--- src/rtl/spi_pkg.sv ---
// Shared definitions for the SPI transaction sequencer: FSM encoding and master byte timing.
package spi_pkg;

  typedef enum logic [2:0] {
    ST_IDLE      = 3'd0,
    ST_WAIT_DATA = 3'd1,
    ST_TX        = 3'd2,
    ST_RX        = 3'd3,
    ST_GAP       = 3'd4
  } spi_state_e;

  localparam int SPI_BYTE_CYCLES = 16;

endpackage

--- src/rtl/spi_byte_fifo.sv ---
// 8-bit first-word-fall-through FIFO; rd_data always shows the head entry while count is non-zero.
module spi_byte_fifo #(
  parameter int DEPTH = 16,
  localparam int AW = $clog2(DEPTH),
  localparam int CW = AW + 1
) (
  input  logic          clk,
  input  logic          rst,
  input  logic [7:0]    wr_data,
  input  logic          wr_valid,
  output logic          wr_ready,
  output logic [7:0]    rd_data,
  input  logic          rd_en,
  output logic [CW-1:0] count
);

  logic [7:0]    mem [DEPTH];
  logic [AW-1:0] wr_ptr;
  logic [AW-1:0] rd_ptr;
  logic          push;
  logic          pop;

  assign wr_ready = (count != CW'(DEPTH));
  assign push     = wr_valid && wr_ready;
  assign pop      = rd_en && (count != '0);
  assign rd_data  = mem[rd_ptr];

  always_ff @(posedge clk) begin
    if (push) mem[wr_ptr] <= wr_data;
  end

  // Pointers are AW bits wide, so they wrap modulo DEPTH on their own.
  always_ff @(posedge clk) begin
    if (rst) begin
      wr_ptr <= '0;
      rd_ptr <= '0;
      count  <= '0;
    end else begin
      if (push) wr_ptr <= wr_ptr + 1'b1;
      if (pop)  rd_ptr <= rd_ptr + 1'b1;
      case ({push, pop})
        2'b10:   count <= count + 1'b1;
        2'b01:   count <= count - 1'b1;
        default: count <= count;
      endcase
    end
  end

endmodule

--- src/rtl/spi_xfer_ctrl.sv ---
// Frame sequencer in front of the byte-level SPI master: tx_len bytes out, then rx_len bytes in, one cs frame.
// Handshakes: a transfer happens on the edge where valid and ready are both high; valid must not depend on ready.
module spi_xfer_ctrl
  import spi_pkg::*;
#(
  parameter int FIFO_DEPTH = 16,
  parameter int LEN_W      = 5,
  parameter int CS_GAP     = 2
) (
  input  logic             clk,
  input  logic             rst,
  input  logic [7:0]       tx_data,
  input  logic             tx_valid,
  output logic             tx_ready,
  input  logic [LEN_W-1:0] cmd_tx_len,
  input  logic [LEN_W-1:0] cmd_rx_len,
  input  logic             cmd_valid,
  output logic             cmd_ready,
  output logic             cmd_err,
  output logic [7:0]       rx_byte,
  output logic             rx_valid,
  output logic             busy,
  output logic             xfer_done,
  output logic             spi_tx_en,
  output logic             spi_rx_en,
  output logic [7:0]       spi_data_in,
  input  logic [7:0]       spi_data_out,
  input  logic             spi_tx_done,
  input  logic             spi_rx_done,
  output spi_state_e       dbg_state
);

  localparam int CW = $clog2(FIFO_DEPTH) + 1;
  localparam int GW = $clog2(CS_GAP) + 1;

  spi_state_e       state;
  logic [LEN_W-1:0] tx_len_q;
  logic [LEN_W-1:0] rx_len_q;
  logic [LEN_W-1:0] tx_rem;
  logic [LEN_W-1:0] rx_rem;
  logic [GW-1:0]    gap_cnt;
  logic [7:0]       fifo_head;
  logic [CW-1:0]    fifo_count;
  logic             fifo_pop;
  logic             data_ready;

  assign dbg_state  = state;
  assign data_ready = (LEN_W'(fifo_count) >= tx_len_q);

  always_comb begin
    fifo_pop = 1'b0;
    if (state == ST_WAIT_DATA && tx_len_q != '0 && data_ready) fifo_pop = 1'b1;
    if (state == ST_TX && spi_tx_done && tx_rem > LEN_W'(1))   fifo_pop = 1'b1;
  end

  spi_byte_fifo #(.DEPTH(FIFO_DEPTH)) u_fifo (
    .clk      (clk),
    .rst      (rst),
    .wr_data  (tx_data),
    .wr_valid (tx_valid),
    .wr_ready (tx_ready),
    .rd_data  (fifo_head),
    .rd_en    (fifo_pop),
    .count    (fifo_count)
  );

  always_ff @(posedge clk) begin
    if (rst) begin
      state       <= ST_IDLE;
      tx_len_q    <= '0;
      rx_len_q    <= '0;
      tx_rem      <= '0;
      rx_rem      <= '0;
      gap_cnt     <= '0;
      cmd_ready   <= 1'b1;
      cmd_err     <= 1'b0;
      rx_byte     <= '0;
      rx_valid    <= 1'b0;
      busy        <= 1'b0;
      xfer_done   <= 1'b0;
      spi_tx_en   <= 1'b0;
      spi_rx_en   <= 1'b0;
      spi_data_in <= '0;
    end else begin
      cmd_err   <= 1'b0;
      rx_valid  <= 1'b0;
      xfer_done <= 1'b0;
      case (state)
        ST_IDLE: begin
          if (cmd_valid) begin
            tx_len_q <= cmd_tx_len;
            rx_len_q <= cmd_rx_len;
            if (cmd_tx_len > LEN_W'(FIFO_DEPTH)) begin
              cmd_err <= 1'b1;
            end else begin
              busy      <= 1'b1;
              cmd_ready <= 1'b0;
              if (cmd_tx_len == '0 && cmd_rx_len == '0) begin
                state     <= ST_GAP;
                xfer_done <= 1'b1;
                gap_cnt   <= '0;
              end else begin
                state <= ST_WAIT_DATA;
              end
            end
          end
        end
        // The whole TX payload must be queued first so the master never runs dry mid-frame.
        ST_WAIT_DATA: begin
          if (data_ready) begin
            if (tx_len_q != '0) begin
              spi_data_in <= fifo_head;
              spi_tx_en   <= 1'b1;
              tx_rem      <= tx_len_q;
              state       <= ST_TX;
            end else begin
              spi_rx_en <= 1'b1;
              rx_rem    <= rx_len_q;
              state     <= ST_RX;
            end
          end
        end
        ST_TX: begin
          if (spi_tx_done) begin
            tx_rem <= tx_rem - 1'b1;
            if (tx_rem > LEN_W'(1)) begin
              spi_data_in <= fifo_head;
            end else if (rx_len_q != '0) begin
              spi_tx_en <= 1'b0;
              spi_rx_en <= 1'b1;
              rx_rem    <= rx_len_q;
              state     <= ST_RX;
            end else begin
              spi_tx_en <= 1'b0;
              xfer_done <= 1'b1;
              gap_cnt   <= '0;
              state     <= ST_GAP;
            end
          end
        end
        // The master clears data_out once both enables drop, so capture on the done edge itself.
        ST_RX: begin
          if (spi_rx_done) begin
            rx_byte  <= spi_data_out;
            rx_valid <= 1'b1;
            rx_rem   <= rx_rem - 1'b1;
            if (rx_rem == LEN_W'(1)) begin
              spi_rx_en <= 1'b0;
              xfer_done <= 1'b1;
              gap_cnt   <= '0;
              state     <= ST_GAP;
            end
          end
        end
        ST_GAP: begin
          if (gap_cnt == GW'(CS_GAP - 1)) begin
            state     <= ST_IDLE;
            busy      <= 1'b0;
            cmd_ready <= 1'b1;
          end else begin
            gap_cnt <= gap_cnt + 1'b1;
          end
        end
        default: state <= ST_IDLE;
      endcase
    end
  end

endmodule

--- config.mk ---
export PLATFORM = sky130hd
export DESIGN_NAME = spi_xfer_ctrl
export DESIGN_NICKNAME = d
export VERILOG_FILES = /design/src/rtl/spi_pkg.sv /design/src/rtl/spi_byte_fifo.sv /design/src/rtl/spi_xfer_ctrl.sv
export SDC_FILE = /design/constraint.sdc
export NUM_CORES = 1
export LEC_CHECK = 0
export BUFFER_PORTS_ARGS = -buffer_cell sky130_fd_sc_hd__buf_2
export CAP_MARGIN = 20
export CORE_MARGIN = 1
export CORE_UTILIZATION = 43
export CTS_CLUSTER_DIAMETER = 40
export DETAILED_ROUTE_END_ITERATION = 8
export REMOVE_ABC_BUFFERS = 1
export SYNTH_ARGS = -nofsm -noshare
export SYNTH_HDL_FRONTEND = slang
export SYNTH_HIERARCHICAL = 1
export SYNTH_SLANG_ARGS = --single-unit
--- constraint.sdc ---
create_clock -name clk -period 9.7 [get_ports clk]
set_clock_uncertainty 0.2 [all_clocks]
set_input_delay 0.485 -clock clk [delete_from_list [all_inputs] [get_ports clk]]
set_output_delay 0.485 -clock clk [all_outputs]
set_load 0.05 [all_outputs]
# Word level (Yosys, flattened, before mapping)

Memories as Yosys holds them, arrays and structs flattened. A register that Yosys moved wholly into a read port is not among the register bits.
Cells that the tools add are included.

RAM bits: 128
Flip-flop bits (word level): 61
Bits of input ports: 32
Output and inout bits: 27
Word-level logic and storage cells: 163
Memories kept: 1

$add $sub $neg: 7
Bitwise logic cells: 3
Equal/unequal tests: 24
Reductions and logical operators: 30
Muxes and demuxes: 77
$lt $le $gt $ge: 3

Memories:

| name       | depth | width | rd ports | clocked after Yosys merged registers in | wr ports | line                | RTL |
|---|---|---|---|---|---|---|---|
| u_fifo.mem | 16    | 8     | 1        | 1                                       | 1        | spi_byte_fifo.sv:17 | `logic [7:0] mem [DEPTH];` |

Operators by type and width:

| operator              | count |
|---|---|
| $mux W5               | 9 |
| $mux W1               | 32 |
| $mux W8               | 4 |
| $mux W3               | 10 |
| $ne A2 B2 Y1 const B  | 12 |
| $pmux W5 S2           | 2 |
| $mux W2               | 9 |
| $pmux W8 S2           | 1 |
| $reduce_and A8 Y1     | 2 |
| $pmux W3 S5           | 1 |
| $pmux W5 S3           | 1 |
| $reduce_bool A5 Y1    | 3 |
| $sub A5 B1 Y5 const B | 3 |
| $logic_not A5 Y1      | 2 |
| $reduce_and A10 Y1    | 1 |
| $reduce_and A5 Y1     | 2 |
| $add A4 B1 Y4 const B | 2 |
| $mux W4               | 2 |
| $pmux W2 S4           | 1 |
| $reduce_and A4 Y1     | 2 |
| $logic_and A1 B1 Y1   | 7 |
| $reduce_and A7 Y1     | 1 |
| $eq A3 B2 Y1 const B  | 2 |
| $ne A2 B1 Y1 const B  | 3 |
| other kinds (21)      | 30 |

# Logic depth before layout (Yosys ltp)

Gate-level depths: netlist (run 1).

Word-level depth: 8
Gate-level depth with buffers: 18
Gate-level depth less buffers: 16

# By module

Netlist (run 1), hierarchy kept.

Modules (own cells, without submodules):

| module        | sequential area each (um2) | times used | cells an instance | area each (um2) |
|---|---|---|---|---|
| spi_byte_fifo | 4184.0                     | 1          | 328               | 5843.1 |
| spi_xfer_ctrl | 960.9                      | 1          | 293               | 2368.5 |

# Worst setup path before layout (run 1)

Ideal clock, no wire load.

Kind: flip-flop to flip-flop
Start point: register u_fifo.count[0]
End point: register u_fifo.count[2]
Arrival: 3315 ps
Setup time: 70 ps
Path buffers: 2
Cell stages (with the launch flop): 18
Period minus slack after synthesis: 3586 ps
Slack: 6114 ps
Required time: 9430 ps
Path through: dfxtp_1 > inv_1 > ha_1 > nand2b_1 > a31oi_1 > o21ai_0 > a32oi_1 > buf_2 > inv_1 > o21ai_4 > inv_1 > ha_1 > clkbuf_1 > xor2_1 > ha_1 > o21a_1 > or4_1 > a21oi_1

Longest elaborated chain between the ends: 7
Elaborated cells between the ends (all ways): 14
Classes of those cells: 2 x add/sub; 1 x order compare; 3 x eq/ne; 3 x mux; 5 x reduce/logical

Ends and longest elaborated chain:

| what                                              | line                | RTL |
|---|---|---|
| start, declared                                   | spi_byte_fifo.sv:14 | `output logic [CW-1:0] count` |
| start signal, assigned                            | spi_byte_fifo.sv:42 | `2'b10: count <= count + 1'b1;` |
| start signal, assigned                            | spi_byte_fifo.sv:43 | `2'b01: count <= count - 1'b1;` |
| start signal, assigned                            | spi_byte_fifo.sv:44 | `default: count <= count;` |
| $ge A5 B5 Y1 (*)                                  | spi_xfer_ctrl.sv:48 | `assign data_ready = (LEN_W'(fifo_count) >= tx_len_q);` |
| $logic_and A1 B1 Y1 (*)                           | spi_xfer_ctrl.sv:52 | `if (state == ST_WAIT_DATA && tx_len_q != '0 && data_ready) fifo_pop = 1'b1;` |
| $mux W1 (*)                                       | spi_xfer_ctrl.sv:52 |  |
| $mux W1 (*)                                       | spi_xfer_ctrl.sv:53 | `if (state == ST_TX && spi_tx_done && tx_rem > LEN_W'(1)) fifo_pop = 1'b1;` |
| net fifo_pop                                      | spi_xfer_ctrl.sv:44 | `logic fifo_pop;` |
| $logic_and A1 B1 Y1 (*)                           | spi_byte_fifo.sv:25 | `assign pop = rd_en && (count != '0);` |
| net u_fifo.pop                                    | spi_byte_fifo.sv:21 | `logic pop;` |
| $eq A2 B1 Y1 or $eq A2 B2 Y1 (tied branches)      | spi_byte_fifo.sv:41 | `case ({push, pop})` |
| $pmux W5 S2 or $reduce_bool A2 Y1 (tied branches) | n/a                 |  |

Mark *: on every way through the listed nets, which the timed path passes. The rest lies on a longest branch.
A chain may end at the register's enable or synchronous reset.

# Worst setup path in the final report (run 1)

Start point: register u_fifo.count[2]
End point: register u_fifo.count[2]

The elaborated chain is that of the path after synthesis.

==> metrics.md, run 1 <==
| Metric | Value |
|---|---|
| Post-DRT Antenna Nets | `0` |
| Max Fclk | `254 MHz` |
| Area occupied by registers | `0.00515 mm2` |
| CTS Root Cell | `clkbuf_16` |
| Routed len/inst | `19.1 um` |
| Post-Syn Area per Cell | `13.2 um2` |
| P_leak | `3.30 nW` |
| Crit. End Element | `flip-flop` |
| CTS tree | `built` |
| CP max FO | `11` |
| Mux contribution to synthesized area | `0.104` |
| Crit path launch | `u_fifo/count[2]$_SDFFE_PP0P_` |
| Setup Viol. Count Final | `0` |
| Area grow syn2layout | `14.0%` |
| Peak supply drop | `0.000117 V` |
| Vias | `5,269` |
| Top cells by area in the synthesized netlist | `edfxtp_1, dfxtp_1, mux4_2, nand2_1, ha_1` |
| Ys async rst share | `0` |
| CP startpoint kind | `flip-flop` |
| IO Count | `59` |
| Yosys warnings | `6` |
| Starting Density | `0.439` |
| Hold wc startpoint | `spi_data_out[4]` |
| Vias in the first global route | `5,228` |
| Cells after Synth | `621` |
| Placed insts | `890` |
| Setup bufs post-CTS | `0` |
| Final layout net count | `725` |
| Worst EP arrival | `4.09 ns` |
| Post-DR vias/cell | `5.71` |
| DRC | `0` |
| Worst stage delay on the critical path | `0.52 ns` |
| WL final | `17,600 um` |
| Largest family of logic cells by synthesized area | `simple AND/OR/NAND/NOR gates` |
| Yosys top cell area share | `0.468` |
| Fill cell count | `1,596` |
| Die Y | `140 um` |
| CTS clock-pin slew for the worst setup and hold paths | `0.08 ns` |
| Slew HR | `0.403` |
| Worst-skew pair later-pin latency | `0.44 ns` |
| Port bufs | `58` |
| Drt pass-1 iters | `5` |
| Worst-margin pin slew | `0.892 ns` |
| Max-slew violations | `0` |
| Total track usage | `0.189` |
| CP required | `9.86 ns` |
| Die footprint | `0.0197 mm2` |
| Ys flop type | `edfxtp_1` |
| Simple-gate share of the synthesized area | `0.109` |
| Post-synth EDFFs | `128` |
| Synth Register Bits | `193` |
| Most used cell, CP | `ha_1` |
| R2R Path Start | `u_fifo/count[2]$_SDFFE_PP0P_` |
| Final Cycle Share | `0.405` |
| Pin count of the biggest net entering global routing | `73` |
| XOR/XNOR share of the synthesized area | `0.00853` |
| CP Class | `reg2reg` |
| Cell taking the most area after synthesis | `edfxtp_1` |
| Multi-input logic area | `0.00285 mm2` |
| TritonCTS Buffers | `17` |
| Adder-cell share of the synthesized area | `0.0274` |
| Post-synthesis compound-gate area fraction | `0.0989` |
| Post-DP HPWL | `11,700 um` |
| Grt ovf | `0` |
| Outcome | `complete, no violations` |
| # diodes | `0` |
| Fin cells | `922` |
| Crit-path cells | `ha_1, a21o_1, a31oi_1, o21ai_0, a32oi_1, buf_4, inv_1, o21ai_4, inv_1, ha_1, xor2_1, ha_1, o21a_1, or4_1, a21oi_1` |
| Num Clock Sinks | `193` |
| Highest-delay cell along the critical path | `dfxtp_1` |
| Max clock buf depth | `2` |
| Floorplan row count | `50` |
| Hold_buf cts | `0` |
| Pwr dens | `228 mW/mm2` |
| H-tree depth | `4` |
| Initial antenna violation count | `0` |
| Max Cap Violations | `0` |
| GP Congestion | `0.799` |
| Initial drt markers | `440` |
| Syn Std Cell Area | `0.00821 mm2` |
| Post-layout minimum cycle time | `3.93 ns` |
| Width of the die | `140 um` |
| CTS resizes | `0` |
| Share of cells above drive strength 1 | `0.209` |
| Setup TNS | `0 ns` |
| First-pass GRT wire length | `28,100 um` |
| Core Area | `0.0187 mm2` |
| Sequential share of the synthesized area | `0.627` |
| Hold Crit Class | `in2reg` |
| RSZ-0062 raised after global routing | `false` |
| Final count of hold timing violations | `0` |
| Distinct cells, synth | `66` |
cell usage in the layout, fill, tap and decap left out, drive strengths merged, types with 3 or more instances in the layout:
| master | Yosys | layout |
|---|---|---|
| nor3 | 15 | 15 |
| a21oi | 40 | 40 |
| a22oi | 18 | 18 |
| o211ai | 5 | 5 |
| xor2 | 6 | 6 |
| nor2 | 56 | 56 |
| nor2b | 4 | 4 |
| a21o | 4 | 4 |
| inv | 21 | 29 |
| or2 | 3 | 3 |
| nand2 | 70 | 70 |
| ha | 18 | 18 |
| mux4 | 32 | 32 |
| edfxtp | 128 | 128 |
| a31oi | 5 | 5 |
| clkbuf | 18 | 17 |
| o21a | 5 | 5 |
| buf | 13 | 66 |
| nor3b | 4 | 4 |
| dfxtp | 65 | 65 |
| or3 | 3 | 3 |
| o32ai | 3 | 3 |
| nand2b | 6 | 6 |
| clkinv | 0 | 6 |
| or4 | 4 | 4 |
| mux2i | 13 | 13 |
| nand3 | 6 | 6 |
| o21ai | 12 | 12 |
| nor4 | 4 | 4 |
sequential cells by signal, summed over array words and instances (netlist names), 2 cells and up, named ones only:
name	cells
dbg_state	3
gap_cnt	2
rx_byte	8
rx_len_q	5
rx_rem	5
spi_data_in	8
tx_len_q	5
tx_rem	5
u_fifo/count	5
u_fifo/mem	128
u_fifo/rd_ptr	4
u_fifo/wr_ptr	4
routing by layer:
metal	share of wire	global-route usage
met3	0.047	0.0431
met1	0.44	0.243
met5	0	0
met2	0.50	0.322
met4	0.0092	0.0486
worst paths after layout:
path                                        to  slack, ns  depth (start not counted)
setup reg to reg  u_fifo/count[2]$_SDFFE_PP0P_       5.77                         15
hold / removal         rx_byte[4]$_SDFFE_PP0P_       0.10                          3
hold reg to reg        rx_byte[4]$_SDFFE_PP0P_       0.26                          2
setup / recovery  u_fifo/count[2]$_SDFFE_PP0P_       5.77                         15
power by group:
part | total (W) | switching, W | leakage (nW) | internal (W)
Combinational | 0.000430 | 0.000275 | 1.31 | 0.000154
Sequential | 0.000963 | 0.0000440 | 1.68 | 0.000919
Clock | 0.000742 | 0.000359 | 0.310 | 0.000383
Total | 0.00213 | 0.000678 | 3.30 | 0.00146
synth_stat cells (4+ instances only):
cell	instances
edfxtp_1	128
nand2_1	70
dfxtp_1	65
nor2_1	55
a21oi_1	40
mux4_2	32
inv_1	19
a22oi_1	18
clkbuf_1	18
ha_1	18
nor3_1	15
mux2i_1	13
buf_2	8
o21ai_0	8
nand2b_1	6
nand3_1	6
xor2_1	6
a31oi_1	5
o21a_1	5
a21o_1	4
buf_1	4
nor2b_1	4
nor4_1	4
logic make-up after synthesis:
family / Yosys count
buf+inv: 52
mux: 45
flops: 193
fa+ha+maj: 18
compound gates: 116
simple gates: 189
xor+xnor: 8
layout make-up:
| class | instances | area share |
|---|---|---|
| clock buffer | 17 | 0.0454 |
| sequential | 193 | 0.550 |
| inverter | 21 | 0.00842 |
| timing repair buffer | 66 | 0.0374 |
| multi-input combinational | 376 | 0.305 |
| tap | 234 | 0.0313 |
| clock inverter | 15 | 0.0230 |
critical path: cells and delay by family (launching register included):
kind,cells,cell delay [ns]
AO/OA/AOI/OAI,7,1.24
adder cells (fa/ha/maj),3,0.86
flip-flops,1,0.52
buffers and inverters,3,0.45
AND/OR/NAND/NOR,1,0.40
XOR/XNOR,1,0.19
stage by stage:
step	hold WS [ns]	util	setup WS (ns)	total power, W	area (um2)
floorplan	0.243	-	5.70	0.00129	8080
global placement	0.239	0.466	5.97	0.00140	8720
detailed placement	0.250	0.466	5.82	0.00141	8720
CTS	0.0851	0.501	5.80	0.00215	9360
global route	0.0992	0.501	5.50	0.00223	9360
finish	0.101	0.501	5.77	0.00213	9360
No activity file was read; power rests on OpenSTA's default activity.
==> run 2, diff against run 1 <==
==> constraint.sdc (replaced) <==
create_clock -name clk -period 4.05 [get_ports clk]
set_clock_uncertainty 0.2 [all_clocks]
set_input_delay 0.2025 -clock clk [delete_from_list [all_inputs] [get_ports clk]]
set_output_delay 0.2025 -clock clk [all_outputs]
set_load 0.05 [all_outputs]
==> metrics.md, run 2 (synthesis gave the netlist of run 1 again) <==
| Metric | Value |
|---|---|
| Die Y | `140 um` |
| Worst hold path stage count | `4` |
| Worst-margin pin slew | `0.881 ns` |
| CP required | `4.21 ns` |
| CTS tree | `built` |
| Slew HR | `0.410` |
| Max Fclk | `261 MHz` |
| Fill cell count | `1,567` |
| Grt ovf | `0` |
| DRC | `0` |
| Post-DP HPWL | `12,000 um` |
| Starting Density | `0.439` |
| Worst slack, placed | `0.309 ns` |
| Setup Viol. Count Final | `0` |
| Share of cells above drive strength 1 | `0.206` |
| Drt pass-1 iters | `5` |
| CP max FO | `11` |
| Pwr dens | `524 mW/mm2` |
| Final instance area | `0.00963 mm2` |
| Total track usage | `0.190` |
| Worst EP arrival | `3.98 ns` |
| H-tree depth | `4` |
| Most frequent cells in the layout | `edfxtp_1, nand2_1, dfxtp_1` |
| R2R Path Start | `u_fifo/count[2]$_SDFFE_PP0P_` |
| CP startpoint kind | `flip-flop` |
| Max-slew violations | `0` |
| Dpl cell area | `0.00875 mm2` |
| Hold Crit Class | `in2reg` |
| Peak supply drop | `0.000403 V` |
| Post-DRT Antenna Nets | `0` |
| Largest registers | `u_fifo/mem: 128 flops, rx_byte: 8 flops, spi_data_in: 8 flops` |
| Post-DR vias/cell | `5.59` |
| Outcome | `complete, no violations` |
| Number of flip-flops in the largest register | `128` |
| Final count of hold timing violations | `0` |
| GP Congestion | `0.893` |
| Initial drt markers | `363` |
| Multi-input logic area | `0.00285 mm2` |
| RSZ-0062 raised after global routing | `false` |
| Pin count of the biggest net entering global routing | `55` |
| Port bufs | `58` |
| First-pass GRT wire length | `28,300 um` |
| Floorplan row count | `50` |
| Final Cycle Share | `0.944` |
| Reg2Reg Depth | `14` |
| Final worst setup slack | `0.225 ns` |
| Max clock buf depth | `2` |
| Routed len/inst | `18.7 um` |
| CP Class | `reg2reg` |
| Crit. End Element | `flip-flop` |
| Area grow syn2layout | `17.2%` |
| Initial antenna violation count | `0` |
| WL final | `17,900 um` |
| Post-layout minimum cycle time | `3.82 ns` |
| P_leak | `3.42 nW` |
| Num Clock Sinks | `193` |
| Worst-skew pair later-pin latency | `0.43 ns` |
| R2r endpoint | `u_fifo/count[2]$_SDFFE_PP0P_` |
| Final layout net count | `756` |
| CTS Root Cell | `clkbuf_16` |
| TritonCTS Buffers | `17` |
| # diodes | `0` |
| Max Cap Violations | `0` |
| Core Area | `0.0187 mm2` |
| IO Count | `59` |
| R2r setup slk | `0.23 ns` |
| CTS clock-pin slew for the worst setup and hold paths | `0.07 ns` |
| Area occupied by registers | `0.00515 mm2` |
| Setup TNS | `0 ns` |
| Vias | `5,331` |
| Most common cell after layout, fill and taps aside | `edfxtp_1` |
| Top register by number of flip-flops | `u_fifo/mem` |
| Vias in the first global route | `5,314` |
| Width of the die | `140 um` |
| Hold wc startpoint | `tx_valid` |
| Die footprint | `0.0197 mm2` |
| Hold endpoint | `u_fifo/wr_ptr[3]$_SDFFE_PP0P_` |
run 2: changes by cell type in the layout (fill, tap and decap cells not counted), moves of 2 or more:
cell           before  now
buf_4               8   12
dlygate4sd3_1       0   27
inv_12              4    1
inv_6               0    2
run 2: critical path: stages (launching register included):
cell	delay (ns)
dfxtp_1	0.51
ha_1	0.31
a21o_1	0.16
a31oi_1	0.19
o21ai_0	0.22
a32oi_1	0.29
inv_1	0.17
o21ai_4	0.13
inv_1	0.08
ha_1	0.29
xor2_1	0.18
ha_1	0.24
o21a_1	0.21
or4_1	0.41
a21oi_1	0.16
run 2: metrics by stage:
step	utilization	total power (W)	hold WS [ns]	instances
finish	0.515	0.00504	0.0203	953
global route	0.515	0.00526	0.0521	953
CTS	0.515	0.00508	0.0222	953
detailed placement	0.468	0.00340	0.245	894
global placement	0.468	0.00337	0.239	894
floorplan	-	0.00308	0.0716	590
run 2: how the worst max path moves through the flow:
| stage | start | endpoint | cells after the start |
|---|---|---|---|
| final | u_fifo/count[2]$_SDFFE_PP0P_ | u_fifo/count[2]$_SDFFE_PP0P_ | 14 |
| after global routing | u_fifo/count[2]$_SDFFE_PP0P_ | u_fifo/count[2]$_SDFFE_PP0P_ | 14 |
| after CTS | u_fifo/count[2]$_SDFFE_PP0P_ | u_fifo/count[2]$_SDFFE_PP0P_ | 14 |
| after detailed placement | u_fifo/count[2]$_SDFFE_PP0P_ | u_fifo/count[2]$_SDFFE_PP0P_ | 14 |
| after global placement | u_fifo/count[2]$_SDFFE_PP0P_ | u_fifo/count[2]$_SDFFE_PP0P_ | 14 |
| after floorplan | u_fifo/count[2]$_SDFFE_PP0P_ | u_fifo/count[2]$_SDFFE_PP0P_ | 14 |
run 2: what timing repair did:
action                                  4_1_cts  5_1_grt
hold endpoints to repair                    144        0
hold buffers                                 27        0
gates resized for setup                       0        1
endpoints found under the setup margin        0        1
buffers inserted                              0        0
run 2: routing by layer:
metal	vias to the layer above	GRT usage	share of wire
li1	2510	-	-
met1	2631	0.257	0.46
met5	-	0	0
met4	0	0.0735	0.020
met2	160	0.307	0.48
met3	30	0.0304	0.044
run 2: layout make-up:
type | instances | share of cell area
sequential | 193 | 0.535
timing repair buffer | 97 | 0.0676
multi-input combinational | 376 | 0.297
tap | 234 | 0.0304
clock buffer | 17 | 0.0442
clock inverter | 15 | 0.0183
inverter | 21 | 0.00819
run 2: report_power, final:
| part | total (W) | switching [W] | internal (W) |
|---|---|---|---|
| Combinational | 0.00109 | 0.000688 | 0.000397 |
| Clock | 0.00167 | 0.000826 | 0.000840 |
| Sequential | 0.00229 | 0.0000881 | 0.00220 |
| Total | 0.00504 | 0.00160 | 0.00344 |
